<file path="src/rtl/pong_pkg.sv">
// rtl/pong_pkg.sv - shared types, colours and phase-selection helper for the pong frame scheduler
package pong_pkg;

   typedef logic [7:0] coord_x_t;
   typedef logic [6:0] coord_y_t;
   typedef logic [2:0] colour_t;

   typedef enum logic [2:0] {
      IDLE,
      PH_START,
      PH_WAIT,
      NEXT,
      FIN
   } sched_state_t;

   typedef enum logic [1:0] {
      J_BALL,
      J_PADL,
      J_PADR
   } job_t;

   typedef enum logic {
      PH_ERASE,
      PH_DRAW
   } phase_t;

   localparam colour_t  BALL_COL_DEF = 3'b111;
   localparam colour_t  PAD_COL_DEF  = 3'b010;
   localparam colour_t  BG_COL_DEF   = 3'b000;
   localparam coord_x_t PAD_LX_DEF   = 8'd4;
   localparam coord_x_t PAD_RX_DEF   = 8'd155;

   typedef struct packed {
      logic   found;
      job_t   job;
      phase_t phase;
   } sel_t;

   // Slots run {job, phase} in order 0..5; erase slots are ineligible on a first frame.
   function automatic sel_t pick_phase(input logic [2:0] job_active,
                                       input logic       first_frame,
                                       input logic [2:0] from_slot);
      sel_t       r;
      logic [2:0] slot;
      r = '{found: 1'b0, job: J_BALL, phase: PH_ERASE};
      for (int s = 0; s < 6; s++) begin
         slot = 3'(s);
         if (!r.found && (slot >= from_slot) && job_active[slot[2:1]] &&
             (slot[0] || !first_frame)) begin
            r.found = 1'b1;
            r.job   = job_t'(slot[2:1]);
            r.phase = phase_t'(slot[0]);
         end
      end
      return r;
   endfunction

endpackage

</file>
<file path="src/rtl/vga_port_mux.sv">
// rtl/vga_port_mux.sv - routes the selected drawer's pixel stream and colour onto the VGA port
module vga_port_mux
   import pong_pkg::*;
#(
   parameter colour_t BALL_COL = BALL_COL_DEF,
   parameter colour_t PAD_COL  = PAD_COL_DEF,
   parameter colour_t BG_COL   = BG_COL_DEF
) (
   input  logic       in_wait,
   input  logic       sel_pad,
   input  logic       is_draw,
   input  logic       circ_plot,
   input  logic [7:0] circ_vx,
   input  logic [6:0] circ_vy,
   input  logic       pad_plot,
   input  logic [7:0] pad_vx,
   input  logic [6:0] pad_vy,
   input  logic [7:0] hold_x,
   input  logic [6:0] hold_y,
   output logic [7:0] vga_x,
   output logic [6:0] vga_y,
   output logic [2:0] vga_colour,
   output logic       vga_plot
);

   always_comb begin
      vga_x      = hold_x;
      vga_y      = hold_y;
      vga_colour = BG_COL;
      vga_plot   = 1'b0;
      if (in_wait) begin
         vga_x    = sel_pad ? pad_vx : circ_vx;
         vga_y    = sel_pad ? pad_vy : circ_vy;
         vga_plot = sel_pad ? pad_plot : circ_plot;
         if (is_draw) begin
            vga_colour = sel_pad ? PAD_COL : BALL_COL;
         end
      end
   end

endmodule

</file>
<file path="src/rtl/frame_sched.sv">
// rtl/frame_sched.sv - per-frame erase/draw scheduler sharing one VGA plot port between ball and paddle drawers
module frame_sched
   import pong_pkg::*;
#(
   parameter coord_x_t PAD_LX   = PAD_LX_DEF,
   parameter coord_x_t PAD_RX   = PAD_RX_DEF,
   parameter colour_t  BALL_COL = BALL_COL_DEF,
   parameter colour_t  PAD_COL  = PAD_COL_DEF,
   parameter colour_t  BG_COL   = BG_COL_DEF
) (
   input  logic       clock,
   input  logic       reset,
   input  logic       tick,
   input  logic [7:0] ball_x,
   input  logic [6:0] ball_y,
   input  logic [6:0] padl_y,
   input  logic [6:0] padr_y,
   output logic       circ_start,
   output logic [7:0] circ_x,
   output logic [6:0] circ_y,
   input  logic       circ_done,
   input  logic       circ_plot,
   input  logic [7:0] circ_vx,
   input  logic [6:0] circ_vy,
   output logic       pad_start,
   output logic [7:0] pad_x,
   output logic [6:0] pad_y,
   input  logic       pad_done,
   input  logic       pad_plot,
   input  logic [7:0] pad_vx,
   input  logic [6:0] pad_vy,
   output logic [7:0] vga_x,
   output logic [6:0] vga_y,
   output logic [2:0] vga_colour,
   output logic       vga_plot,
   output logic       busy,
   output logic       overrun
);

   sched_state_t state_q, state_d;
   job_t         job_q, job_d;
   phase_t       phase_q, phase_d;
   logic         first_frame_q, first_frame_d;
   logic         busy_q, busy_d;
   logic         overrun_q, overrun_d;
   coord_x_t     nb_x_q, nb_x_d, cb_x_q, cb_x_d;
   coord_y_t     nb_y_q, nb_y_d, cb_y_q, cb_y_d;
   coord_y_t     nl_q, nl_d, cl_q, cl_d;
   coord_y_t     nr_q, nr_d, cr_q, cr_d;
   logic         circ_start_q, circ_start_d;
   coord_x_t     circ_x_q, circ_x_d;
   coord_y_t     circ_y_q, circ_y_d;
   logic         pad_start_q, pad_start_d;
   coord_x_t     pad_x_q, pad_x_d;
   coord_y_t     pad_y_q, pad_y_d;
   coord_x_t     hold_x_q, hold_x_d;
   coord_y_t     hold_y_q, hold_y_d;

   logic [2:0]   job_active;
   logic [2:0]   from_slot;
   sel_t         sel;
   logic         launch;
   logic         done_sel;
   logic         is_erase;

   always_comb begin
      state_d       = state_q;
      job_d         = job_q;
      phase_d       = phase_q;
      first_frame_d = first_frame_q;
      busy_d        = busy_q;
      overrun_d     = overrun_q;
      nb_x_d        = nb_x_q;
      nb_y_d        = nb_y_q;
      nl_d          = nl_q;
      nr_d          = nr_q;
      cb_x_d        = cb_x_q;
      cb_y_d        = cb_y_q;
      cl_d          = cl_q;
      cr_d          = cr_q;
      circ_start_d  = 1'b0;
      circ_x_d      = circ_x_q;
      circ_y_d      = circ_y_q;
      pad_start_d   = 1'b0;
      pad_x_d       = pad_x_q;
      pad_y_d       = pad_y_q;
      hold_x_d      = vga_x;
      hold_y_d      = vga_y;
      launch        = 1'b0;
      is_erase      = 1'b0;
      done_sel      = (job_q == J_BALL) ? circ_done : pad_done;

      if (state_q == IDLE && tick) begin
         nb_x_d = ball_x;
         nb_y_d = ball_y;
         nl_d   = padl_y;
         nr_d   = padr_y;
      end

      // Skip tests see the snapshot being taken this cycle when leaving IDLE.
      job_active[0] = first_frame_q || (nb_x_d != cb_x_q) || (nb_y_d != cb_y_q);
      job_active[1] = first_frame_q || (nl_d != cl_q);
      job_active[2] = first_frame_q || (nr_d != cr_q);
      from_slot     = (state_q == IDLE) ? 3'd0 : ({job_q, phase_q} + 3'd1);
      sel           = pick_phase(job_active, first_frame_q, from_slot);

      if (tick && state_q != IDLE) begin
         overrun_d = 1'b1;
      end

      case (state_q)
         IDLE: begin
            if (tick) begin
               busy_d = 1'b1;
               if (sel.found) launch = 1'b1;
               else           state_d = FIN;
            end
         end
         PH_START: state_d = PH_WAIT;
         PH_WAIT: begin
            if (done_sel) begin
               if (phase_q == PH_DRAW) begin
                  case (job_q)
                     J_BALL: begin
                        cb_x_d = nb_x_q;
                        cb_y_d = nb_y_q;
                     end
                     J_PADL:  cl_d = nl_q;
                     default: cr_d = nr_q;
                  endcase
               end
               state_d = NEXT;
            end
         end
         NEXT: begin
            if (sel.found) launch = 1'b1;
            else           state_d = FIN;
         end
         FIN: begin
            busy_d        = 1'b0;
            first_frame_d = 1'b0;
            state_d       = IDLE;
         end
         default: state_d = IDLE;
      endcase

      if (launch) begin
         state_d  = PH_START;
         job_d    = sel.job;
         phase_d  = sel.phase;
         is_erase = (sel.phase == PH_ERASE);
         if (sel.job == J_BALL) begin
            circ_start_d = 1'b1;
            circ_x_d     = is_erase ? cb_x_q : nb_x_d;
            circ_y_d     = is_erase ? cb_y_q : nb_y_d;
         end else if (sel.job == J_PADL) begin
            pad_start_d = 1'b1;
            pad_x_d     = PAD_LX;
            pad_y_d     = is_erase ? cl_q : nl_d;
         end else begin
            pad_start_d = 1'b1;
            pad_x_d     = PAD_RX;
            pad_y_d     = is_erase ? cr_q : nr_d;
         end
      end
   end

   always_ff @(posedge clock) begin
      if (reset) begin
         state_q       <= IDLE;
         job_q         <= J_BALL;
         phase_q       <= PH_ERASE;
         first_frame_q <= 1'b1;
         busy_q        <= 1'b0;
         overrun_q     <= 1'b0;
         nb_x_q        <= '0;
         nb_y_q        <= '0;
         nl_q          <= '0;
         nr_q          <= '0;
         cb_x_q        <= '0;
         cb_y_q        <= '0;
         cl_q          <= '0;
         cr_q          <= '0;
         circ_start_q  <= 1'b0;
         circ_x_q      <= '0;
         circ_y_q      <= '0;
         pad_start_q   <= 1'b0;
         pad_x_q       <= '0;
         pad_y_q       <= '0;
         hold_x_q      <= '0;
         hold_y_q      <= '0;
      end else begin
         state_q       <= state_d;
         job_q         <= job_d;
         phase_q       <= phase_d;
         first_frame_q <= first_frame_d;
         busy_q        <= busy_d;
         overrun_q     <= overrun_d;
         nb_x_q        <= nb_x_d;
         nb_y_q        <= nb_y_d;
         nl_q          <= nl_d;
         nr_q          <= nr_d;
         cb_x_q        <= cb_x_d;
         cb_y_q        <= cb_y_d;
         cl_q          <= cl_d;
         cr_q          <= cr_d;
         circ_start_q  <= circ_start_d;
         circ_x_q      <= circ_x_d;
         circ_y_q      <= circ_y_d;
         pad_start_q   <= pad_start_d;
         pad_x_q       <= pad_x_d;
         pad_y_q       <= pad_y_d;
         hold_x_q      <= hold_x_d;
         hold_y_q      <= hold_y_d;
      end
   end

   vga_port_mux #(
      .BALL_COL (BALL_COL),
      .PAD_COL  (PAD_COL),
      .BG_COL   (BG_COL)
   ) u_mux (
      .in_wait    (state_q == PH_WAIT),
      .sel_pad    (job_q != J_BALL),
      .is_draw    (phase_q == PH_DRAW),
      .circ_plot  (circ_plot),
      .circ_vx    (circ_vx),
      .circ_vy    (circ_vy),
      .pad_plot   (pad_plot),
      .pad_vx     (pad_vx),
      .pad_vy     (pad_vy),
      .hold_x     (hold_x_q),
      .hold_y     (hold_y_q),
      .vga_x      (vga_x),
      .vga_y      (vga_y),
      .vga_colour (vga_colour),
      .vga_plot   (vga_plot)
   );

   assign circ_start = circ_start_q;
   assign circ_x     = circ_x_q;
   assign circ_y     = circ_y_q;
   assign pad_start  = pad_start_q;
   assign pad_x      = pad_x_q;
   assign pad_y      = pad_y_q;
   assign busy       = busy_q;
   assign overrun    = overrun_q;

endmodule
</file>
<file path="config.mk">
export PLATFORM = sky130hd
export DESIGN_NAME = frame_sched
export DESIGN_NICKNAME = d
export VERILOG_FILES = /design/src/rtl/pong_pkg.sv /design/src/rtl/vga_port_mux.sv /design/src/rtl/frame_sched.sv
export SDC_FILE = /design/constraint.sdc
export NUM_CORES = 1
export LEC_CHECK = 0
export ABC_AREA = 1
export BUFFER_PORTS_ARGS = -buffer_cell sky130_fd_sc_hd__clkbuf_2
export CORE_MARGIN = 2
export CORE_UTILIZATION = 50
export CTS_BUF_LIST = sky130_fd_sc_hd__clkbuf_4 sky130_fd_sc_hd__clkbuf_8 sky130_fd_sc_hd__clkbuf_16
export CTS_CLUSTER_SIZE = 40
export DETAILED_ROUTE_END_ITERATION = 8
export GPL_ROUTABILITY_DRIVEN = 0
export PLACE_DENSITY = 0.77
export SLEW_MARGIN = 20
export SYNTH_ARGS = -nofsm -noshare
export SYNTH_HDL_FRONTEND = slang
export SYNTH_SLANG_ARGS = --single-unit
</file>
<file path="constraint.sdc">
create_clock -name clock -period 2.1 [get_ports clock]
set_input_delay 0.315 -clock clock [delete_from_list [all_inputs] [get_ports clock]]
set_output_delay 0.315 -clock clock [all_outputs]
set_load 0.005 [all_outputs]
</file>
# Word-level counts from Yosys, hierarchy flattened
# Cells that the tools add are included.
dict set report classes {
  eq_ne 14
  n_lt_le_gt_ge 6
  reduce_logical 43
  bitwise 3
  addsub 1
  n_mux 39
}
# op count
set ops {}
lappend ops {{two-way mux 7 bit} 9}
lappend ops {{two-way mux 8 bit} 5}
lappend ops {{two-way mux 4 bit} 6}
lappend ops {{two-way mux 3 bit} 7}
lappend ops {{inequality test 7 bit} 3}
lappend ops {{logical AND 1 bit} 16}
lappend ops {{case mux 3 bit (4 select lines)} 1}
lappend ops {{AND reduction 4 bit} 3}
lappend ops {{AND reduction 2 bit} 5}
lappend ops {{two-way mux 1 bit} 9}
lappend ops {{inequality test 8 bit} 1}
lappend ops {{== test 3 x 2 -> 1 bit (second input constant)} 2}
lappend ops {{greater-or-equal comparator 1 x 3 -> 1 bit (first input constant)} 2}
lappend ops {{greater-or-equal comparator 2 x 3 -> 1 bit (first input constant)} 2}
lappend ops {{greater-or-equal comparator 3 bit (first input constant)} 2}
lappend ops {{zero test 1 bit} 6}
lappend ops {{inequality test 3 bit (second input constant)} 2}
lappend ops {{OR reduction 2 bit} 3}
lappend ops {{== test 2 x 1 -> 1 bit (second input constant)} 2}
lappend ops {{zero test 2 bit} 2}
lappend ops {{logical OR 1 bit} 4}
lappend ops {{inequality test 2 bit (second input constant)} 2}
lappend ops {{case mux 1 bit (2 select lines)} 2}
lappend ops {{nonzero test 2 bit} 2}
lappend ops {{other kinds (6)} 8}
dict set report word_totals {
  output_inout_bits 53
  register_bits 114
  word_cells 129
  inputBits 66
}

# Depth between registers and ports, before layout
# Gate-level depths: netlist of the first run.
dict set report logic_depth {
  depth_word 36
  ltp_mapped 20
  depth_no_buf 19
}

# By module
# A second synthesis of the first run with hierarchy kept.
dict set report unflattened {
  hier_cells 944
  area_unflattened_um2 6007.0
}
# module instances cells_per_inst area_each_um2
set modules_own_cells {}
lappend modules_own_cells {frame_sched 1 824 5464.0}
lappend modules_own_cells {vga_port_mux 1 120 543.0}

# Worst setup path before layout of the first run
# OpenSTA, ideal clock, no wires.
dict set report synth_path {
  kind {input to register}
  from {in tick}
  to {reg pad_y_q[6] (netlist: pad_y[6])}
  setup_time_ps 110
  setup_slack_ps -140
  arrival_ps 2130
  stages 18
  cell_sequence {buf_2 clkbuf_1 nand4_1 nand3_1 nand2_1 nor2_1 nand2_1 nor2_1 nand2_1 nand2_4 nand4_2 nand2_2 buf_4 nand2_1 nand3_1 nand3_1 nand2_1 inv_1}
}
dict set report synth_between {
  elab_chain_cells 34
  word_cells_on_any_way 48
  cone_classes {eq/ne: 5; mux: 16; bitwise: 1; reduce/logical: 26}
}
# element line
set synth_lines {}
lappend synth_lines {{start, declared} frame_sched.sv:13} ;# input logic tick,
lappend synth_lines {{logical AND 1 bit} frame_sched.sv:93} ;# if (state_q == IDLE && tick) begin
lappend synth_lines {{two-way mux 8 bit} frame_sched.sv:93}
lappend synth_lines {{inequality test 8 bit} frame_sched.sv:101} ;# job_active[0] = first_frame_q || (nb_x_d != cb_x_q) || (nb_y_d != cb_y_q);
lappend synth_lines {{logical OR 1 bit (2 in series)} frame_sched.sv:101}
lappend synth_lines {{logical AND 1 bit (2 in series)} pong_pkg.sv:48} ;# if (!r.found && (slot >= from_slot) && job_active[slot[2:1]] &&
lappend synth_lines {{two-way mux 4 bit} pong_pkg.sv:48}
lappend synth_lines {{zero test 1 bit} pong_pkg.sv:48}
lappend synth_lines {{logical AND 1 bit (2 in series)} pong_pkg.sv:48}
lappend synth_lines {{[... 14 more ...]} -}
lappend synth_lines {{two-way mux 4 bit} pong_pkg.sv:48}
lappend synth_lines {{zero test 1 bit} pong_pkg.sv:48}
lappend synth_lines {{logical AND 1 bit (2 in series)} pong_pkg.sv:48}
lappend synth_lines {{two-way mux 4 bit} pong_pkg.sv:48}
lappend synth_lines {{two-way mux 1 bit} {frame_sched.sv:115, frame_sched.sv:136}}
lappend synth_lines {{two-way mux 1 bit} frame_sched.sv:113} ;# if (tick) begin
lappend synth_lines {{case mux 1 bit (2 select lines)} frame_sched.sv:111} ;# case (state_q)
lappend synth_lines {{AND reduction 2 bit (no source line)} -}
lappend synth_lines {{end signal, assigned} frame_sched.sv:212} ;# pad_y_q <= pad_y_d;
lappend synth_lines {{end, declared} frame_sched.sv:55} ;# coord_y_t pad_y_q, pad_y_d;
# Several ways; a longest one is shown, not always the timed one.
# A chain may end at the register's enable or synchronous reset.

# Final worst setup path of the first run
dict set report layout_path {
  from {reg state_q[1]}
  to {reg pad_y_q[4] (netlist: pad_y[4])}
}
dict set report layout_between {
  elab_chain_cells 35
  word_cells_on_any_way 57
  cone_classes {order compare: 6; eq/ne: 6; mux: 17; bitwise: 1; reduce/logical: 27}
}
# element line
set layout_lines {}
lappend layout_lines {{start, declared} frame_sched.sv:40} ;# sched_state_t state_q, state_d;
lappend layout_lines {{start signal, assigned} frame_sched.sv:193} ;# state_q <= state_d;
lappend layout_lines {{zero test 3 bit} {frame_sched.sv:93, frame_sched.sv:104, frame_sched.sv:111}}
lappend layout_lines {{logical AND 1 bit} frame_sched.sv:93}
lappend layout_lines {{two-way mux 8 bit} frame_sched.sv:93}
lappend layout_lines {{inequality test 8 bit} frame_sched.sv:101}
lappend layout_lines {{logical OR 1 bit (2 in series)} frame_sched.sv:101}
lappend layout_lines {{logical AND 1 bit (2 in series)} pong_pkg.sv:48}
lappend layout_lines {{two-way mux 4 bit} pong_pkg.sv:48}
lappend layout_lines {{zero test 1 bit} pong_pkg.sv:48}
lappend layout_lines {{[... 16 more ...]} -}
lappend layout_lines {{two-way mux 4 bit} pong_pkg.sv:48}
lappend layout_lines {{zero test 1 bit} pong_pkg.sv:48}
lappend layout_lines {{logical AND 1 bit (2 in series)} pong_pkg.sv:48}
lappend layout_lines {{two-way mux 4 bit} pong_pkg.sv:48}
lappend layout_lines {{two-way mux 1 bit} {frame_sched.sv:115, frame_sched.sv:136}}
lappend layout_lines {{two-way mux 1 bit} frame_sched.sv:113}
lappend layout_lines {{case mux 1 bit (2 select lines)} frame_sched.sv:111}
lappend layout_lines {{AND reduction 2 bit (no source line)} -}
# Several ways; a longest one is shown, not always the timed one.

==> results of run 1 <==
## layout by cell type, fill, tap and decap left out, types with 2 or more instances in the layout
cell type and count:
buf_6 4, clkbuf_4 2, clkinv_1 2, nand2_4 3
o21ai_1 39, inv_2 5, nor3_1 3, nand2_2 13
buf_4 82, clkbuf_8 2, o21ai_2 3, conb_1 2
o22ai_1 3, o21ai_0 56, buf_12 7, o211ai_1 2
nor2_1 92, nor2_4 3, a21oi_1 48, nand2_1 200
nand4_1 39, nor2_2 7, dfxtp_2 2, clkbuf_2 116
and2_1 16, clkbuf_16 9, inv_1 100, nand3_1 87
dfxtp_1 106
## cell usage after synthesis, types with 12 or more instances
cell / instances
dfxtp_1: 108
nand2_1: 210
nand4_1: 39
a21oi_1: 48
buf_2: 16
o21ai_1: 20
clkbuf_1: 23
nor2_1: 100
inv_1: 101
and2_1: 16
buf_4: 12
nand3_1: 87
o21ai_0: 77
## power groups by stage
stage,Combinational [mW],Clock [mW],Sequential [mW]
after floorplan,0.619,0,2.24
after global placement,1.03,0,2.24
after detailed placement,1.05,0,2.25
after CTS,1.07,1.67,2.20
after global routing,1.22,1.77,2.21
final,1.09,1.64,2.20
## logic make-up after synthesis
kind of cell | share of synthesized area
multiplexers | 0.00174
adder cells (fa/ha/maj) | 0.00217
XOR/XNOR | 0.00152
AO/OA/AOI/OAI | 0.139
AND/OR/NAND/NOR | 0.362
other | 0.000651
buffers and inverters | 0.118
flip-flops | 0.375
## area by class of cell
class	count	area share
Clock buffer	13	0.0360
Timing Repair Buffer	209	0.186
Tap cell	143	0.0240
Clock inverter	3	0.00286
Inverter	108	0.0548
Multi-Input combinational cell	628	0.406
Sequential cell	108	0.291
## worst paths after layout
path / endpoint / slack, ps / cells after the start
setup / recovery: pad_y[4] / -460 / 20
hold / removal: nb_x_q[2] / 260 / 3
setup reg to reg: pad_y[4] / -460 / 20
hold reg to reg: cr_q[4] / 450 / 2
## per-layer routing
metal,track usage,share of wire,vias to the layer above
li1,-,-,3245
met1,0.368,0.46,2837
met2,0.418,0.45,199
met3,0.0514,0.064,22
met4,0.0979,0.019,0
met5,0,0,-
## worst register-to-register path: stages, from the launching register on
cell	delay, ps
dfxtp_2	340
nor2_4	190
nand3_4	150
buf_4	180
nand2_1	90
nand2_1	70
nand2_1	60
nand2_1	60
nor2_2	120
nand2_1	70
nor2_2	120
nand2_2	100
nand2_4	110
nand4_2	130
nand2_4	130
buf_12	170
nand2_1	100
nand3_1	100
nand2_1	60
nand2_1	60
nand2_1	50
## metrics by stage
step	cell area, um^2	power, mW	TNS [ps]
after floorplan	5820	2.86	-1800
after global placement	7030	3.28	-11050
after detailed placement	7030	3.30	-12630
after CTS	7360	4.94	-12040
after global routing	7440	5.20	-18670
final	7440	4.94	-12240
## state kept, by name, summed over array words and instances, names as in the netlist, 2 cells and up
register,cells
nb_y_q,7
circ_x,8
nb_x_q,8
state_q,3
cl_q,7
job_q,2
cb_y_q,7
hold_y_q,7
pad_x,2
pad_y,7
hold_x_q,8
nr_q,7
circ_y,7
nl_q,7
cr_q,7
cb_x_q,8
## timing repair
item	in CTS	in global routing
cloned	0	1
pin swaps	0	6
setup endpoints to repair	50	50
hold buffers	0	0
gates resized for setup	26	21
endpoints found under the hold margin	0	0
setup buffers	1	3
==> impl_metrics.json, run 1 <==
{
  "ir_worst_vdd_v": 0.000432,
  "core_um2": 11300,
  "multi_input_area_um2": 3020,
  "crit_path_end_kind": "register",
  "yosys.area.top_type": "dfxtp_1",
  "final-hold-violation-count": 0,
  "ant_nets": 0,
  "critPathLaunchType": "register",
  "internal-power_mw": 3.52,
  "die_y_um": 111,
  "synth_top_area_frac": 0.375,
  "grt_start_max_net_pins": 39,
  "dp_hpwl_um": 12100,
  "setup_viol": 32,
  "clk_latency_ps": 360,
  "drtPass1Iterations": 5,
  "ys_async_sr_fraction": 0,
  "final_util": 0.657,
  "synth-seq-cells": 108,
  "wirelength_um": 16300,
  "fin_ws_ps": -458,
  "drc": 0,
  "start_util": 0.509,
  "period_share": 1.22,
  "num-nets-final": 1131,
  "power_frac_comb": 0.221,
  "initialDrtViolationCount": 361,
  "cp_max_fo": 24,
  "clock-sinks": 108,
  "cp-startpoint": "state_q[1]",
  "arrival_ps": 2810,
  "drive_above_1_share": 0.253,
  "syn_area_um2": 5760,
  "num_vias": 6303,
  "hold_class": "input port to register",
  "cts.htree.levels": 3,
  "worstPathCellList": "nor2_4 -> nand3_4 -> buf_4 -> nand2_1 -> nand2_1 -> nand2_1 -> nand2_1 -> nor2_2 -> nand2_1 -> nor2_2 -> nand2_2 -> nand2_4 -> nand4_2 -> nand2_4 -> buf_12 -> nand2_1 -> nand3_1 -> nand2_1 -> nand2_1 -> nand2_1",
  "via_per_inst": 5.20,
  "path_buf_inv": 2,
  "synth_edf_count": 0,
  "cpPeakStageDelay_ps": 340,
  "synth_top_flop_cell": "dfxtp_1",
  "cpLargestDelayFamily": "simple AND/OR/NAND/NOR gates",
  "pre_cts_ws_ps": -491,
  "yosysUniqueCellTypes": 35,
  "clock_power_share": 0.333,
  "p_leak_nw": 3.70,
  "cpMaxStageDelayCell": "dfxtp_2",
  "synthCells": 896,
  "track_usage": 0.267,
  "cts_tree": "done",
  "num_rows": 39,
  "switchingPower_mw": 1.41,
  "grt_pass1_vias": 5672,
  "clockBufferDepth": 2,
  "instances_no_fill": 1212,
  "synth_warnings": 0,
  "clock-root-buffer": "clkbuf_16",
  "seqCellArea_um2": 2160,
  "grt_antenna_before_repair": 0,
  "port_buffers": 116,
  "clock.fmax_mhz": 391,
  "cts_buffers": 9,
  "wl_per_cell_um": 13.5,
  "grt_setup_unrepaired": "yes",
  "filler_cell_count": 1042,
  "switching_share": 0.286,
  "worstPathRequired_ps": 2350,
  "slew_viol_final": 0,
  "finalCriticalPeriod_ps": 2560,
  "grt_pass1_wl_um": 27200,
  "avgSynthCellArea_um2": 6.43,
  "cpMostUsedCell": "nand2_1",
  "powerDensity_nw_per_um2": 663,
  "worstSetupPathType": "register to register",
  "max-cap-violations": 0,
  "synth-seq-area-share": 0.375,
  "clk_pin_slew_ps": 70,
  "skew_ps": 11.9,
  "placed_cells": 1191,
  "grt_overflow": 0,
  "p_seq_frac": 0.446,
  "outcome": "complete, but fails checks",
  "ioPinCount": 119,
  "dieArea_um2": 12400,
  "hold_ws_ps": 259,
  "reg2reg_from": "state_q[1]",
  "die_w_um": 111,
  "n_antenna_cell": 0,
  "syn2layout_area_growth_pct": 29.2,
  "hp-start": "ball_x[2]",
  "synthTopCellsByArea": "dfxtp_1, nand2_1, nand3_1",
  "violations": "setup timing"
}
Power figures use the tool's default switching activity.
==> run 2, diff against run 1 <==
--- a/config.mk
+++ b/config.mk
@@ -7,6 +7,7 @@
 export LEC_CHECK = 0
 export ABC_AREA = 1
 export BUFFER_PORTS_ARGS = -buffer_cell sky130_fd_sc_hd__clkbuf_2
+export CORE_ASPECT_RATIO = 0.7
 export CORE_MARGIN = 2
 export CORE_UTILIZATION = 50
 export CTS_BUF_LIST = sky130_fd_sc_hd__clkbuf_4 sky130_fd_sc_hd__clkbuf_8 sky130_fd_sc_hd__clkbuf_16
==> run 2 against run 1 <==
Against the previous run: register-to-register slack got worse by 260 ps; first-iteration DRC count rose by 110%; combinational power rose by 44%; worst hold slack improved by 9.0 ps; critical path depth fell by 1; the flow still finishes with violations (setup timing); via count rose by 16%; design area rose by 20%; non-clock buffer count rose by 67; flip-flop and latch count did not move; utilization rose by 14 points; highest routed layer unchanged; routed wire length rose by 39%.
==> impl_metrics.json, run 2 (synthesis results as in run 1) <==
{
  "worstSetupPathType": "register to register",
  "setup_viol": 50,
  "drc": 0,
  "period_share": 1.34,
  "hold_ws_ps": 268,
  "worstPathCellList": "nor2_4 -> buf_6 -> buf_12 -> nand4_1 -> nand3_2 -> nand2_1 -> nor2_1 -> nand2_1 -> nor2_4 -> nand2_4 -> nand2_4 -> buf_12 -> nand4_4 -> buf_4 -> buf_6 -> nand2_1 -> nand2_2 -> nor2_4 -> a211oi_2",
  "final_cell_mix": "nand2_1, dfxtp_1, clkbuf_2",
  "cts.htree.levels": 3,
  "clock-root-buffer": "clkbuf_16",
  "crit_path_end_kind": "register",
  "critPathLaunchType": "register",
  "grt_antenna_before_repair": 0,
  "hold_end": "nb_x_q[1]",
  "r2r-end": "state_q[1]",
  "instances_no_fill": 1289,
  "grt_overflow": 0,
  "grt_pass1_wl_um": 30200,
  "clock-sinks": 108,
  "ioPinCount": 119,
  "ctsHoldBuffers": 0,
  "clockBufferDepth": 2,
  "p_leak_nw": 4.33,
  "grt_setup_unrepaired": "yes",
  "reg2reg_from": "state_q[1]",
  "cpPeakStageDelay_ps": 360,
  "cp_max_fo": 11,
  "core_um2": 11100,
  "cpMaxStageDelayCell": "dfxtp_4",
  "hold_depth": 3,
  "clk_latency_ps": 350,
  "drive_above_1_share": 0.408,
  "cpLargestDelayFamily": "simple AND/OR/NAND/NOR gates",
  "grt_start_max_net_pins": 37,
  "reg2reg_depth": 19,
  "port_buffers": 116,
  "placed_cells": 1211,
  "die_w_um": 132,
  "power.total_mw": 5.51,
  "powerDensity_nw_per_um2": 619,
  "skew_ps": 6.39,
  "ir_worst_vdd_v": 0.000454,
  "n_antenna_cell": 0,
  "slew_viol_final": 0,
  "num_vias": 7339,
  "start_util": 0.517,
  "dieArea_um2": 12400,
  "cts_tree": "done",
  "track_usage": 0.302,
  "max-cap-violations": 0,
  "via_per_inst": 5.69,
  "hold_class": "input port to register",
  "final_common_cell": "nand2_1",
  "violations": "setup timing",
  "worstPathRequired_ps": 2340,
  "drtPass1Iterations": 9,
  "finalCriticalPeriod_ps": 2810,
  "final-hold-violation-count": 0,
  "ant_nets": 0,
  "hp-start": "ball_x[1]",
  "setup-tns-final_ps": -22000,
  "syn2layout_area_growth_pct": 54.6,
  "outcome": "complete, but fails checks",
  "arrival_ps": 3060,
  "grt_pass1_vias": 6153,
  "initialDrtViolationCount": 743,
  "die_y_um": 93.8,
  "clock.fmax_mhz": 355,
  "path_buf_inv": 5,
  "dp_hpwl_um": 12500,
  "fin_ws_ps": -714,
  "reg2reg_slack_ps": -710,
  "num_rows": 32,
  "clk_pin_slew_ps": 70,
  "num-nets-final": 1199,
  "wirelength_um": 22700,
  "wl_per_cell_um": 17.6,
  "cts_buffers": 9
}
run 2: cell count changes in the layout (fill, tap and decap cells not counted), sizes merged:
cell	before	now
nand3	88	89
clkbuf	129	118
bufinv	0	1
buf	93	169
clkinv	4	3
clkinvlp	1	2
run 2: how the worst max path moves through the flow:
stage | start | to | slack (ps) | cells past startpoint
5_1_grt | state_q[1] | pad_y[3] | -800 | 20
3_5_place_dp | state_q[1] | pad_y[1] | -570 | 18
3_3_place_gp | state_q[1] | pad_y[0] | -480 | 18
4_1_cts | state_q[1] | circ_x[3] | -480 | 17
6_report | state_q[1] | state_q[1] | -710 | 19
2_1_floorplan | state_q[0] | pad_y[6] | -90 | 20
run 2: area by class of cell:
class | count | area (um^2)
inverters | 108 | 428
well taps | 153 | 191
clock inverters | 4 | 50.0
fillers | 695 | 2230
repair buffers | 276 | 2170
clock buffers | 11 | 246
multi-input cells | 629 | 3640
flip-flops and latches | 108 | 2170
run 2: power by group:
part	total [mW]	internal [mW]	switching, mW
sequential	2.21	2.15	0.0592
clock	1.73	0.963	0.764
combinational	1.57	0.709	0.862
run 2: worst reg2reg max path, delay by kind of cell (launching register included):
kind | cells | cell delay (ps)
AO/OA/AOI/OAI | 1 | 40
buffers and inverters | 5 | 710
flip-flops | 1 | 360
AND/OR/NAND/NOR | 13 | 1630
run 2: per-stage QoR:
step | worst slack (ps) | area, um^2 | util
after floorplan | -94.8 | 5820 | -
after global placement | -480 | 7100 | 0.638
after global routing | -803 | 8900 | 0.800
after detailed placement | -570 | 7100 | 0.638
after CTS | -480 | 7920 | 0.712
final | -714 | 8900 | 0.800
run 2: what timing repair did:
item / 4_1_cts / 5_1_grt
setup buffers: 23 / 31
gates cloned: 4 / 6
resized for setup: 91 / 209
pin swaps: 18 / 54
setup endpoints to repair: 41 / 51
run 2: routing by layer:
metal	track usage	wire, um	vias up
li1	-	-	3381
met1	0.399	8930	3344
met2	0.493	10400	505
met3	0.0685	2400	109
met4	0.0977	994	0
met5	0	0	-
==> run 3, diff against run 2 <==
--- a/config.mk
+++ b/config.mk
@@ -8,12 +8,12 @@
 export ABC_AREA = 1
 export BUFFER_PORTS_ARGS = -buffer_cell sky130_fd_sc_hd__clkbuf_2
 export CORE_ASPECT_RATIO = 0.7
-export CORE_MARGIN = 2
 export CORE_UTILIZATION = 50
 export CTS_BUF_LIST = sky130_fd_sc_hd__clkbuf_4 sky130_fd_sc_hd__clkbuf_8 sky130_fd_sc_hd__clkbuf_16
 export CTS_CLUSTER_SIZE = 40
 export DETAILED_ROUTE_END_ITERATION = 8
 export GPL_ROUTABILITY_DRIVEN = 0
+export MAX_ROUTING_LAYER = met4
 export PLACE_DENSITY = 0.77
 export SLEW_MARGIN = 20
 export SYNTH_ARGS = -nofsm -noshare
==> run 3 against run 2 <==
Against the previous run: the run still ends with setup timing left; sequential share of layout area up 1.0 points; flip-flop and latch count stayed put; combinational power is 6% lower; maximum frequency up 3.3%.
==> impl_metrics.json, run 3 (synthesis results as in run 1) <==
{
  "cp_max_fo": 10,
  "start_util": 0.517,
  "clk_pin_slew_ps": 70,
  "drc": 0,
  "hold_ws_ps": 258,
  "switchingPower_mw": 1.65,
  "ioPinCount": 119,
  "num_vias": 6990,
  "wirelength_um": 20500,
  "slew_viol_final": 0,
  "skew_ps": 8.87,
  "reg2reg_slack_ps": -620,
  "p_leak_nw": 4.19,
  "final_cell_mix": "nand2_1, dfxtp_1, clkbuf_2",
  "port_buffers": 116,
  "grt_pass1_vias": 5694,
  "ir_worst_vdd_v": 0.000533,
  "outcome": "complete, but fails checks",
  "clock_power_share": 0.310,
  "clockBufferDepth": 2,
  "die_y_um": 91.8,
  "grt_pass1_wl_um": 27900,
  "powerDensity_nw_per_um2": 625,
  "wl_per_cell_um": 16.2,
  "setup-tns-final_ps": -18580,
  "hold_class": "input port to register",
  "max-cap-violations": 0,
  "syn2layout_area_growth_pct": 48.3,
  "clk_latency_ps": 350,
  "pre_cts_ws_ps": -544,
  "critPathLaunchType": "register",
  "core_um2": 11100,
  "power.total_mw": 5.34,
  "setup_viol": 49,
  "grt_setup_unrepaired": "yes",
  "internal-power_mw": 3.69,
  "clock-sinks": 108,
  "grt_start_max_net_pins": 42,
  "period_share": 1.30,
  "num-nets-final": 1172,
  "final_common_cell": "nand2_1",
  "cts.htree.levels": 3,
  "cts_buffers": 9,
  "cts_tree": "done",
  "power_frac_comb": 0.275,
  "filler_cell_count": 792,
  "grt_overflow": 0,
  "hold_depth": 3,
  "p_seq_frac": 0.415,
  "ctsHoldBuffers": 0,
  "crit_path_end_kind": "register",
  "final_util": 0.767,
  "track_usage": 0.308,
  "fin_ws_ps": -624,
  "worstPathRequired_ps": 2400,
  "dp_hpwl_um": 12000,
  "final-hold-violation-count": 0,
  "ant_nets": 0,
  "switching_share": 0.309,
  "worstSetupPathType": "register to register",
  "arrival_ps": 3020,
  "grt_antenna_before_repair": 0,
  "die_w_um": 130,
  "dieArea_um2": 12000,
  "initialDrtViolationCount": 630,
  "finalCriticalPeriod_ps": 2720,
  "drive_above_1_share": 0.373,
  "via_per_inst": 5.53,
  "drtPass1Iterations": 6,
  "num_rows": 32,
  "violations": "setup timing",
  "n_antenna_cell": 0,
  "clock.fmax_mhz": 367,
  "reg2reg_depth": 21,
  "clock-root-buffer": "clkbuf_16"
}
[run 3: cell count changes in the layout (fill, tap and decap cells not counted), sizes merged]
cell / delta
buf: -20
clkinv: +2
nand3: -1
inv: +1
clkinvlp: -1
bufinv: -1
clkbuf: -6
[run 3: what timing repair did]
action | in CTS | in global routing
resized for setup | 40 | 229
setup endpoints to repair | 48 | 56
hold endpoints to repair | 0 | 0
buffers inserted | 10 | 25
pin swaps | 12 | 80
cloned | 3 | 2
[run 3: worst max-delay path: stages (launching register included)]
cell	delay [ps]
dfxtp_1	380
inv_2	100
nand3_4	140
buf_6	150
buf_12	130
nand2_1	130
nand3_2	130
nand2_1	70
inv_1	60
nand2_1	60
nor2_1	160
nand2_2	120
nand3_2	100
inv_2	50
a21oi_4	230
nand2_8	110
buf_4	170
nand2_1	50
nand3_1	90
nand3_1	110
nand2_1	60
inv_1	60
[run 3: per-stage QoR]
| stage | std cells | instance area [um^2] |
|---|---|---|
| 6_report | 1263 | 8540 |
| 4_1_cts | 1239 | 7680 |
| 3_3_place_gp | 1210 | 7120 |
| 2_1_floorplan | 897 | 5820 |
| 3_5_place_dp | 1210 | 7120 |
| 5_1_grt | 1263 | 8540 |
[run 3: layout make-up]
type | instances | area, um^2 | share of cell area
Clock inverter | 5 | 35.0 | 0.00410
Timing Repair Buffer | 250 | 1910 | 0.224
Clock buffer | 11 | 253 | 0.0296
Multi-Input combinational cell | 628 | 3550 | 0.415
Tap cell | 153 | 191 | 0.0224
Inverter | 108 | 433 | 0.0507
Sequential cell | 108 | 2160 | 0.254
[run 3: metal layers]
metal,GRT usage,share of wire,vias to the layer above
met1,0.431,0.41,3134
met5,-,0,-
met3,0.0531,0.10,82
met2,0.456,0.45,452
met4,0.0843,0.035,0
li1,-,-,3322
[run 3: final timing paths]
check / startpoint / end
worst max-delay path: state_q[2] / pad_y[1]
worst min-delay path: ball_x[7] / nb_x_q[7]
worst max register to register: state_q[2] / pad_y[1]
worst min register to register: nl_q[3] / cl_q[3]
[run 3: power by group through the flow]
stage / sequential [mW] / clock, mW / combinational [mW]
after floorplan: 2.24 / 0 / 0.619
after global placement: 2.24 / 0 / 1.07
after detailed placement: 2.25 / 0 / 1.08
after CTS: 2.20 / 1.66 / 1.18
after global routing: 2.22 / 1.75 / 1.58
final: 2.21 / 1.65 / 1.47
